--- config.mk ---
export PLATFORM = sky130hd
export DESIGN_NAME = naneye_frame_ctrl
export DESIGN_NICKNAME = d
export VERILOG_FILES = /design/src/rtl/naneye_pkg.sv /design/src/rtl/naneye_pix_deser.sv /design/src/rtl/naneye_frame_ctrl.sv
export SDC_FILE = /design/constraint.sdc
export NUM_CORES = 1
export LEC_CHECK = 0
export CORE_UTILIZATION = 54
export CTS_CLUSTER_DIAMETER = 40
export DETAILED_ROUTE_END_ITERATION = 10
export PLACE_DENSITY = 0.88
export SYNTH_ARGS = -nofsm -noshare
export SYNTH_HDL_FRONTEND = slang
export SYNTH_SLANG_ARGS = --single-unit
export TNS_END_PERCENT = 20
--- constraint.sdc ---
create_clock -name SCLOCK -period 2.2 [get_ports SCLOCK]
set_input_delay 0.22 -clock SCLOCK [delete_from_list [all_inputs] [get_ports SCLOCK]]
set_output_delay 0.22 -clock SCLOCK [all_outputs]
set_load 0.01 [all_outputs]
--- src/rtl/naneye_pkg.sv ---
// Shared definitions for the NanEye frame path: FSM states, error-flag
// positions and the default sensor geometry used by decoder and controller.
package naneye_pkg;

    typedef enum logic [2:0] {
        IDLE       = 3'd0,
        WAIT_FS    = 3'd1,
        WAIT_START = 3'd2,
        DATA       = 3'd3,
        STOP       = 3'd4
    } state_e;

    localparam int ERR_FRAMING_BIT = 0;
    localparam int ERR_SHORT_BIT   = 1;
    localparam int ERR_OVF_BIT     = 2;
    localparam int ERR_N           = 3;

    localparam int NANEYE_PIX_W = 12;
    localparam int NANEYE_COLS  = 250;
    localparam int NANEYE_ROWS  = 250;
    localparam int NANEYE_IDX_W = 8;

endpackage

--- src/rtl/naneye_pix_deser.sv ---
// MSB-first pixel deserialiser: shifts one bit per strobe until PIX_W bits are
// collected; the word stays in the shift register until the next word starts.
module naneye_pix_deser #(
    parameter int PIX_W = naneye_pkg::NANEYE_PIX_W
) (
    input  logic             SCLOCK,
    input  logic             RESET,
    input  logic             s_data_i,
    input  logic             s_wren_i,
    input  logic             clear_i,
    output logic [PIX_W-1:0] word_o,
    output logic             word_done_o
);

    localparam int CNT_W = $clog2(PIX_W + 1);

    logic [PIX_W-1:0] sr_q, sr_d;
    logic [CNT_W-1:0] cnt_q, cnt_d;

    // Shift register and bit counter state
    always_ff @(posedge SCLOCK or negedge RESET) begin
        if (!RESET) begin
            sr_q  <= {PIX_W{1'b0}};
            cnt_q <= {CNT_W{1'b0}};
        end else begin
            sr_q  <= sr_d;
            cnt_q <= cnt_d;
        end
    end

    // Clear only rewinds the counter so the finished word remains readable
    always_comb begin
        sr_d  = sr_q;
        cnt_d = cnt_q;
        if (clear_i) begin
            cnt_d = {CNT_W{1'b0}};
        end else if (s_wren_i && (cnt_q < CNT_W'(PIX_W))) begin
            sr_d  = {sr_q[PIX_W-2:0], s_data_i};
            cnt_d = cnt_q + CNT_W'(1);
        end else begin
            cnt_d = cnt_q;
        end
    end

    assign word_o      = sr_q;
    assign word_done_o = s_wren_i && !clear_i && (cnt_q == CNT_W'(PIX_W - 1));

endmodule

--- src/rtl/naneye_frame_ctrl.sv ---
// NanEye frame controller: frame sync on CON_ZERO, start/data/stop word
// framing, row/column tracking, valid/ready pixel output and sticky errors.
module naneye_frame_ctrl #(
    parameter int PIX_W = naneye_pkg::NANEYE_PIX_W,
    parameter int COLS  = naneye_pkg::NANEYE_COLS,
    parameter int ROWS  = naneye_pkg::NANEYE_ROWS,
    parameter int IDX_W = naneye_pkg::NANEYE_IDX_W
) (
    input  logic             SCLOCK,
    input  logic             RESET,
    input  logic             EN,
    input  logic             S_DATA,
    input  logic             S_WREN,
    input  logic             CON_ZERO,
    output logic [PIX_W-1:0] PIX_DATA,
    output logic             PIX_VALID,
    input  logic             PIX_READY,
    output logic [IDX_W-1:0] ROW_IDX,
    output logic [IDX_W-1:0] COL_IDX,
    output logic             FRAME_START,
    output logic             FRAME_END,
    output logic [15:0]      FRAME_CNT,
    output logic             ERR_FRAMING,
    output logic             ERR_SHORT,
    output logic             ERR_OVF,
    input  logic             ERR_CLR
);

    import naneye_pkg::*;

    localparam logic [IDX_W-1:0] COL_LAST = IDX_W'(COLS - 1);
    localparam logic [IDX_W-1:0] ROW_LAST = IDX_W'(ROWS - 1);
    localparam logic [IDX_W-1:0] IDX_ONE  = IDX_W'(1);
    localparam logic [IDX_W-1:0] IDX_ZERO = IDX_W'(0);

    state_e             state_q, state_d;
    logic               con_zero_q;
    logic [IDX_W-1:0]   col_q, col_d, row_q, row_d;
    logic [PIX_W-1:0]   pix_data_q, pix_data_d;
    logic               pix_valid_q, pix_valid_d;
    logic [IDX_W-1:0]   row_idx_q, row_idx_d, col_idx_q, col_idx_d;
    logic               frame_start_q, frame_start_d;
    logic               frame_end_q, frame_end_d;
    logic [15:0]        frame_cnt_q, frame_cnt_d;
    logic [ERR_N-1:0]   err_q, err_d, err_set;
    logic               deser_clear, short_ev;
    logic [PIX_W-1:0]   word;
    logic               word_done;
    logic               cz_rise, cz_fall, last_pix;

    assign cz_rise  = CON_ZERO && !con_zero_q;
    assign cz_fall  = !CON_ZERO && con_zero_q;
    assign last_pix = (row_q == ROW_LAST) && (col_q == COL_LAST);

    naneye_pix_deser #(.PIX_W(PIX_W)) u_deser (
        .SCLOCK      (SCLOCK),
        .RESET       (RESET),
        .s_data_i    (S_DATA),
        .s_wren_i    (S_WREN),
        .clear_i     (deser_clear),
        .word_o      (word),
        .word_done_o (word_done)
    );

    // State, position, output and error registers
    always_ff @(posedge SCLOCK or negedge RESET) begin
        if (!RESET) begin
            state_q       <= IDLE;
            con_zero_q    <= 1'b0;
            col_q         <= IDX_ZERO;
            row_q         <= IDX_ZERO;
            pix_data_q    <= {PIX_W{1'b0}};
            pix_valid_q   <= 1'b0;
            row_idx_q     <= IDX_ZERO;
            col_idx_q     <= IDX_ZERO;
            frame_start_q <= 1'b0;
            frame_end_q   <= 1'b0;
            frame_cnt_q   <= 16'd0;
            err_q         <= {ERR_N{1'b0}};
        end else begin
            state_q       <= state_d;
            con_zero_q    <= CON_ZERO;
            col_q         <= col_d;
            row_q         <= row_d;
            pix_data_q    <= pix_data_d;
            pix_valid_q   <= pix_valid_d;
            row_idx_q     <= row_idx_d;
            col_idx_q     <= col_idx_d;
            frame_start_q <= frame_start_d;
            frame_end_q   <= frame_end_d;
            frame_cnt_q   <= frame_cnt_d;
            err_q         <= err_d;
        end
    end

    // Next-state logic; a stop-phase strobe is resolved before a frame-gap abort
    always_comb begin
        state_d       = state_q;
        col_d         = col_q;
        row_d         = row_q;
        pix_data_d    = pix_data_q;
        pix_valid_d   = pix_valid_q && !PIX_READY;
        row_idx_d     = row_idx_q;
        col_idx_d     = col_idx_q;
        frame_start_d = 1'b0;
        frame_end_d   = 1'b0;
        frame_cnt_d   = frame_cnt_q;
        err_set       = {ERR_N{1'b0}};
        deser_clear   = 1'b1;
        short_ev      = 1'b0;

        if (!EN) begin
            state_d     = IDLE;
            col_d       = IDX_ZERO;
            row_d       = IDX_ZERO;
            pix_valid_d = 1'b0;
        end else begin
            case (state_q)
                IDLE: state_d = WAIT_FS;
                WAIT_FS: begin
                    if (cz_fall) begin
                        frame_start_d = 1'b1;
                        col_d         = IDX_ZERO;
                        row_d         = IDX_ZERO;
                        state_d       = WAIT_START;
                    end else begin
                        state_d = WAIT_FS;
                    end
                end
                WAIT_START: begin
                    if (cz_rise) begin
                        short_ev = 1'b1;
                    end else if (S_WREN && S_DATA) begin
                        state_d = DATA;
                    end else begin
                        state_d = WAIT_START;
                    end
                end
                DATA: begin
                    deser_clear = 1'b0;
                    if (cz_rise) begin
                        short_ev = 1'b1;
                    end else if (word_done) begin
                        state_d = STOP;
                    end else begin
                        state_d = DATA;
                    end
                end
                STOP: begin
                    if (S_WREN && !S_DATA) begin
                        pix_data_d  = word;
                        row_idx_d   = row_q;
                        col_idx_d   = col_q;
                        pix_valid_d = 1'b1;
                        err_set[ERR_OVF_BIT] = pix_valid_q && !PIX_READY;
                        if (col_q == COL_LAST) begin
                            col_d = IDX_ZERO;
                            row_d = last_pix ? IDX_ZERO : row_q + IDX_ONE;
                        end else begin
                            col_d = col_q + IDX_ONE;
                        end
                        if (last_pix) begin
                            frame_end_d = 1'b1;
                            frame_cnt_d = frame_cnt_q + 16'd1;
                            state_d     = WAIT_FS;
                        end else begin
                            state_d  = WAIT_START;
                            short_ev = cz_rise;
                        end
                    end else if (S_WREN) begin
                        err_set[ERR_FRAMING_BIT] = 1'b1;
                        state_d  = WAIT_START;
                        short_ev = cz_rise;
                    end else begin
                        short_ev = cz_rise;
                    end
                end
                default: state_d = IDLE;
            endcase

            if (short_ev) begin
                err_set[ERR_SHORT_BIT] = 1'b1;
                frame_end_d = 1'b1;
                state_d     = WAIT_FS;
            end else begin
                frame_end_d = frame_end_d;
            end
        end

        err_d = (err_q & ~{ERR_N{ERR_CLR}}) | err_set;
    end

    assign PIX_DATA    = pix_data_q;
    assign PIX_VALID   = pix_valid_q;
    assign ROW_IDX     = row_idx_q;
    assign COL_IDX     = col_idx_q;
    assign FRAME_START = frame_start_q;
    assign FRAME_END   = frame_end_q;
    assign FRAME_CNT   = frame_cnt_q;
    assign ERR_FRAMING = err_q[ERR_FRAMING_BIT];
    assign ERR_SHORT   = err_q[ERR_SHORT_BIT];
    assign ERR_OVF     = err_q[ERR_OVF_BIT];

endmodule

# Word-level counts from Yosys, hierarchy flattened
# Index checks and enable logic that the tools add are counted.
# word_totals
ff_bits	86
latch_bits	0
ram_bits	0
romBits	0
in_bits	8
out_inout_bits	50
wordCells	108
memories	0
# classes
n_addsub	4
mul	0
div_mod_pow	0
magnitude_cmp	1
eq_ne	14
n_shift	0
muxes	48
n_bitwise	4
reduce_logical	23
# ops
op	count
two-way mux 8 bit	8
one-hot mux 8 bit (2 select lines)	2
two-way mux 1 bit	24
two-way mux 3 bit	8
adder 16 x 1 -> 16 bit, second input constant	1
adder 8 x 1 -> 8 bit, second input constant	2
== test 8 bit, second input constant	2
one-hot mux 3 bit (5 select lines)	1
logical AND 1 bit	9
inequality test 3 bit, second input constant	3
AND reduction 3 bit	3
two-way mux 4 bit	2
inequality test 4 bit, second input constant	2
AND reduction 4 bit	2
== test 3 x 2 -> 1 bit, second input constant	2
zero test 1 bit	5
inequality test 5 bit, second input constant	1
adder 4 x 1 -> 4 bit, second input constant	1
== test 4 bit, second input constant	1
< comparator 4 bit, second input constant	1
two-way mux 2 bit	2
AND 3 bit	1
== test 3 x 1 -> 1 bit, second input constant	1
== test 3 bit, second input constant	1
9 further kinds	9

# Longest topological paths before layout
# logic_depth
depth_word	11
mapped_depth	8
mapped_depth_nobuf	7

# Cells and area by module
# From an unflattened synthesis, not the netlist that was laid out.
# hier_totals
hier_cells	321
hier_area_um2	3888.7
# modules_own_cells
module	instances	cells_each	area_each_um2	seq_area_each_um2
naneye_frame_ctrl	1	278	3193.1	1751.7
naneye_pix_deser	1	43	695.7	400.4

# Worst setup path after synthesis
# OpenSTA, ideal clock, no wires.
# synth_timing
path_kind	register to register
startpoint	register row_q[1]
endpoint	register frame_cnt_q[15] (netlist: FRAME_CNT[15])
setup_ns	0.079
arrival_time_ns	1.709
required_ns	2.121
setup_slack_ns	0.412
path_stages_with_launch	8
path_buffers	0
synth_period_minus_slack_ns	1.788
cell_sequence	dfrtp_1 > inv_1 > ha_1 > nand3_1 > nor3_2 > nand3_2 > nor4_1 > xor2_1
# synth_via
elab_chain_len	3
# synth_rtl
item	line	source
start: declaration	naneye_frame_ctrl.sv:38	logic [IDX_W-1:0] col_q, col_d, row_q, row_d;
start signal: assignment	naneye_frame_ctrl.sv:84	row_q <= row_d;
== test 8 bit	naneye_frame_ctrl.sv:53	assign last_pix = (row_q == ROW_LAST) && (col_q == COL_LAST);
logical AND 1 bit	naneye_frame_ctrl.sv:53	
AND reduction 4 bit (no source line)	n/a	
end signal: assignment	naneye_frame_ctrl.sv:91	frame_cnt_q <= frame_cnt_d;
end: declaration	naneye_frame_ctrl.sv:44	logic [15:0] frame_cnt_q, frame_cnt_d;
# Every way passes these cells.
# A chain may end at the register's enable or synchronous reset.

# Worst setup path after layout
# Same ends and word-level chain as after synthesis.

==> results.tsv <==
metric	value	unit
grt_max_degree	57	
grt_antenna_before_repair	0	
die_w	87.04	um
drive_above_1_share	11.35	%
wl	8.477	mm
clk_path_buf_depth	2	
post-dp-hpwl	5.928	mm
finalPower	3.098	mW
overflow	0	
ys_types	47	
dr.pass1.iters	4	
cp.arrival	2280	ps
slowest_delay	470	ps
postCtsHoldBufs	1	
insertion_delay	360	ps
clk_pin_slew	90	ps
syn-instance-count	393	
peakVddDrop	0.3245	mV
setup_tns	0	ps
max-slew-margin-rel	56.98	%
syn_avg_cell_area	9.936	um2
r2r_end	FRAME_CNT[15]$_DFFE_PN0P_	
cts_setup_buffers	0	
finalHoldViolCount	0	
fin_nets	476	
r2r-start	row_q[1]$_DFFE_PN0P_	
initial_core_util	56.54	%
crit_type	register to register	
h-tree-depth	3	
cts_tree	done	
post_drt_wl_per_cell	15.06	um
root_buffer	clkbuf_8	
fmax	502.6	MHz
ys.flop_type	dfrtp_1	
vias_per_cell	5.437	
critical_path.top_delay_family	simple AND/OR/NAND/NOR gates	
synth_edf_count	0	
r2r_setup_slack	210	ps
crit_fanout	6	
die-area	7576	um2
synth.cell_area	3905	um2
clock_sinks	86	
tightest_slew	645.3	ps
grt.total_usage	24.22	%
setup_violations	0	
p_per_area	632.7	nW/um2
grt_pass1_vias	2910	
hp-class	input port to async pin	
status	finished clean	
crit_required	2490	ps
num_rows	30	
n_antenna_cell	0	
path_cells	inv_1 -> ha_1 -> nand3_1 -> nor3_2 -> buf_4 -> nand3_2 -> nor4_1 -> xor2_1	
ant_nets	0	
fin_crit_sh	90.44	%
synth-seq-cells	86	
fp.dieH	87.04	um
grt_pass1_wl	13.81	mm
worst-path-stages	8	
final_common_cell	nand2_1	
synthToLayoutAreaGrowth	25.38	%
drt_iter0_markers	243	
layout_common_cells	96 x nand2_1, 86 x dfrtp_1, 56 x clkdlybuf4s50_1	
portBuffers	57	
vias	3061	
gp_congestion	0.9184	
drv_slew	0	
syn_nets	407	
finClkSkew	11.45	ps
cts_buffers	9	
ys_seq_area_share	55.11	%
maxCapViolations	0	
ios	58	
crit_slowest_cell	nor4_1	
min_period	1990	ps
ys_async_sr_fraction	100.0	%
p_leak	2.297	nW
drc	0	
start_kind	register	
cts_resized	0	
yosysWarnings	0	
core_area	6907	um2
crit_buf_inv	2	
critPathCaptureType	register	
rsz0062_at_grt	no	
r2r_cells	8	
flip-flops by register name, summed over array words and instances, names as in the netlist:
register,flops
FRAME_CNT,16
PIX_DATA,12
u_deser.word_o,12
COL_IDX,8
ROW_IDX,8
col_q,8
row_q,8
u_deser.cnt_q,4
err_q,3
state_q,3
FRAME_END,1
FRAME_START,1
PIX_VALID,1
con_zero_q,1
area by class of cell:
| type | instances | area (um2) |
|---|---|---|
| sequential | 86 | 2152 |
| clock inverter | 6 | 115.1 |
| multi-input combinational | 274 | 1600 |
| inverter | 18 | 67.56 |
| timing repair buffer | 73 | 703.2 |
| fill | 514 | 2011 |
| clock buffer | 10 | 137.6 |
| tap | 96 | 120.1 |
synth_stat cells (all sizes together) (2+ instances only):
| cell type | n | area (um2) |
|---|---|---|
| clkbuf | 6 | 22.52 |
| nor4 | 5 | 46.29 |
| o211ai | 2 | 15.01 |
| o21ai | 16 | 80.08 |
| a21oi | 15 | 78.83 |
| nor2b | 2 | 12.51 |
| nor4bb | 2 | 20.02 |
| a21o | 2 | 15.01 |
| nand3 | 15 | 80.08 |
| nand4 | 5 | 31.28 |
| ha | 6 | 75.07 |
| a21boi | 3 | 22.52 |
| nor3 | 13 | 75.07 |
| nor3b | 2 | 15.01 |
| nor2 | 22 | 90.09 |
| mux2 | 14 | 157.7 |
| xor2 | 11 | 96.34 |
| dfrtp | 86 | 2152 |
| nand4bb | 2 | 22.52 |
| and3 | 6 | 37.54 |
| xnor2 | 10 | 87.58 |
| o22ai | 6 | 37.54 |
| buf | 9 | 62.55 |
| nand2 | 96 | 360.4 |
| or2 | 2 | 15.02 |
| inv | 18 | 67.56 |
| nand2b | 6 | 37.54 |
kinds of logic after synthesis:
family,Yosys count,synth area share [%]
multiplexers,15,4.293
adder cells (fa/ha/maj),6,1.922
AND/OR/NAND/NOR,182,22.40
buffers and inverters,33,3.909
flip-flops,86,55.11
AO/OA/AOI/OAI,50,7.658
XOR/XNOR,21,4.710
per-layer routing:
layer / vias up / wire length (um) / track usage [%]
met5: - / 0 / 0
met4: 0 / 234 / 11.36
met3: 22 / 325 / 5.308
met2: 90 / 4254 / 39.73
met1: 1487 / 3662 / 30.73
li1: 1462 / - / -
worst register-to-register path, cell delays in order, from the launching register on:
cell	delay [ps]
dfrtp_1	410
inv_1	100
ha_1	160
nand3_1	110
nor3_2	170
buf_4	170
nand3_2	130
nor4_1	480
xor2_1	180
metrics by stage:
step                std cells  util, %  setup slack (ps)  area, um2  hold WS, ps
CTS                       563    70.89             255.4       4896        338.9
floorplan                 393        -             411.8       3905       -75.59
global placement          546    67.08             199.2       4633        177.7
global route              563    70.89             135.5       4896        360.8
finish                    563    70.89             210.3       4896        332.6
detailed placement        546    67.08             90.98       4633        176.0
worst max-delay path by stage:
stage | start | end | slack [ps]
2_1_floorplan | row_q[1]$_DFFE_PN0P_ | FRAME_CNT[15]$_DFFE_PN0P_ | 410
3_3_place_gp | S_WREN | col_q[0]$_DFFE_PN0P_ | 200
3_5_place_dp | S_WREN | col_q[3]$_DFFE_PN0P_ | 90
4_1_cts | row_q[1]$_DFFE_PN0P_ | FRAME_CNT[15]$_DFFE_PN0P_ | 260
5_1_grt | row_q[1]$_DFFE_PN0P_ | FRAME_CNT[15]$_DFFE_PN0P_ | 140
6_report | row_q[1]$_DFFE_PN0P_ | FRAME_CNT[15]$_DFFE_PN0P_ | 210
power breakdown:
part / switching (mW) / leakage [nW] / internal [mW]
Clock: 0.588 / 0.124 / 0.793
Combinational: 0.0670 / 0.987 / 0.0460
Sequential: 0.0137 / 1.19 / 1.59
Total: 0.669 / 2.30 / 2.43
Note: power is estimated with default switching activity, not from simulation.
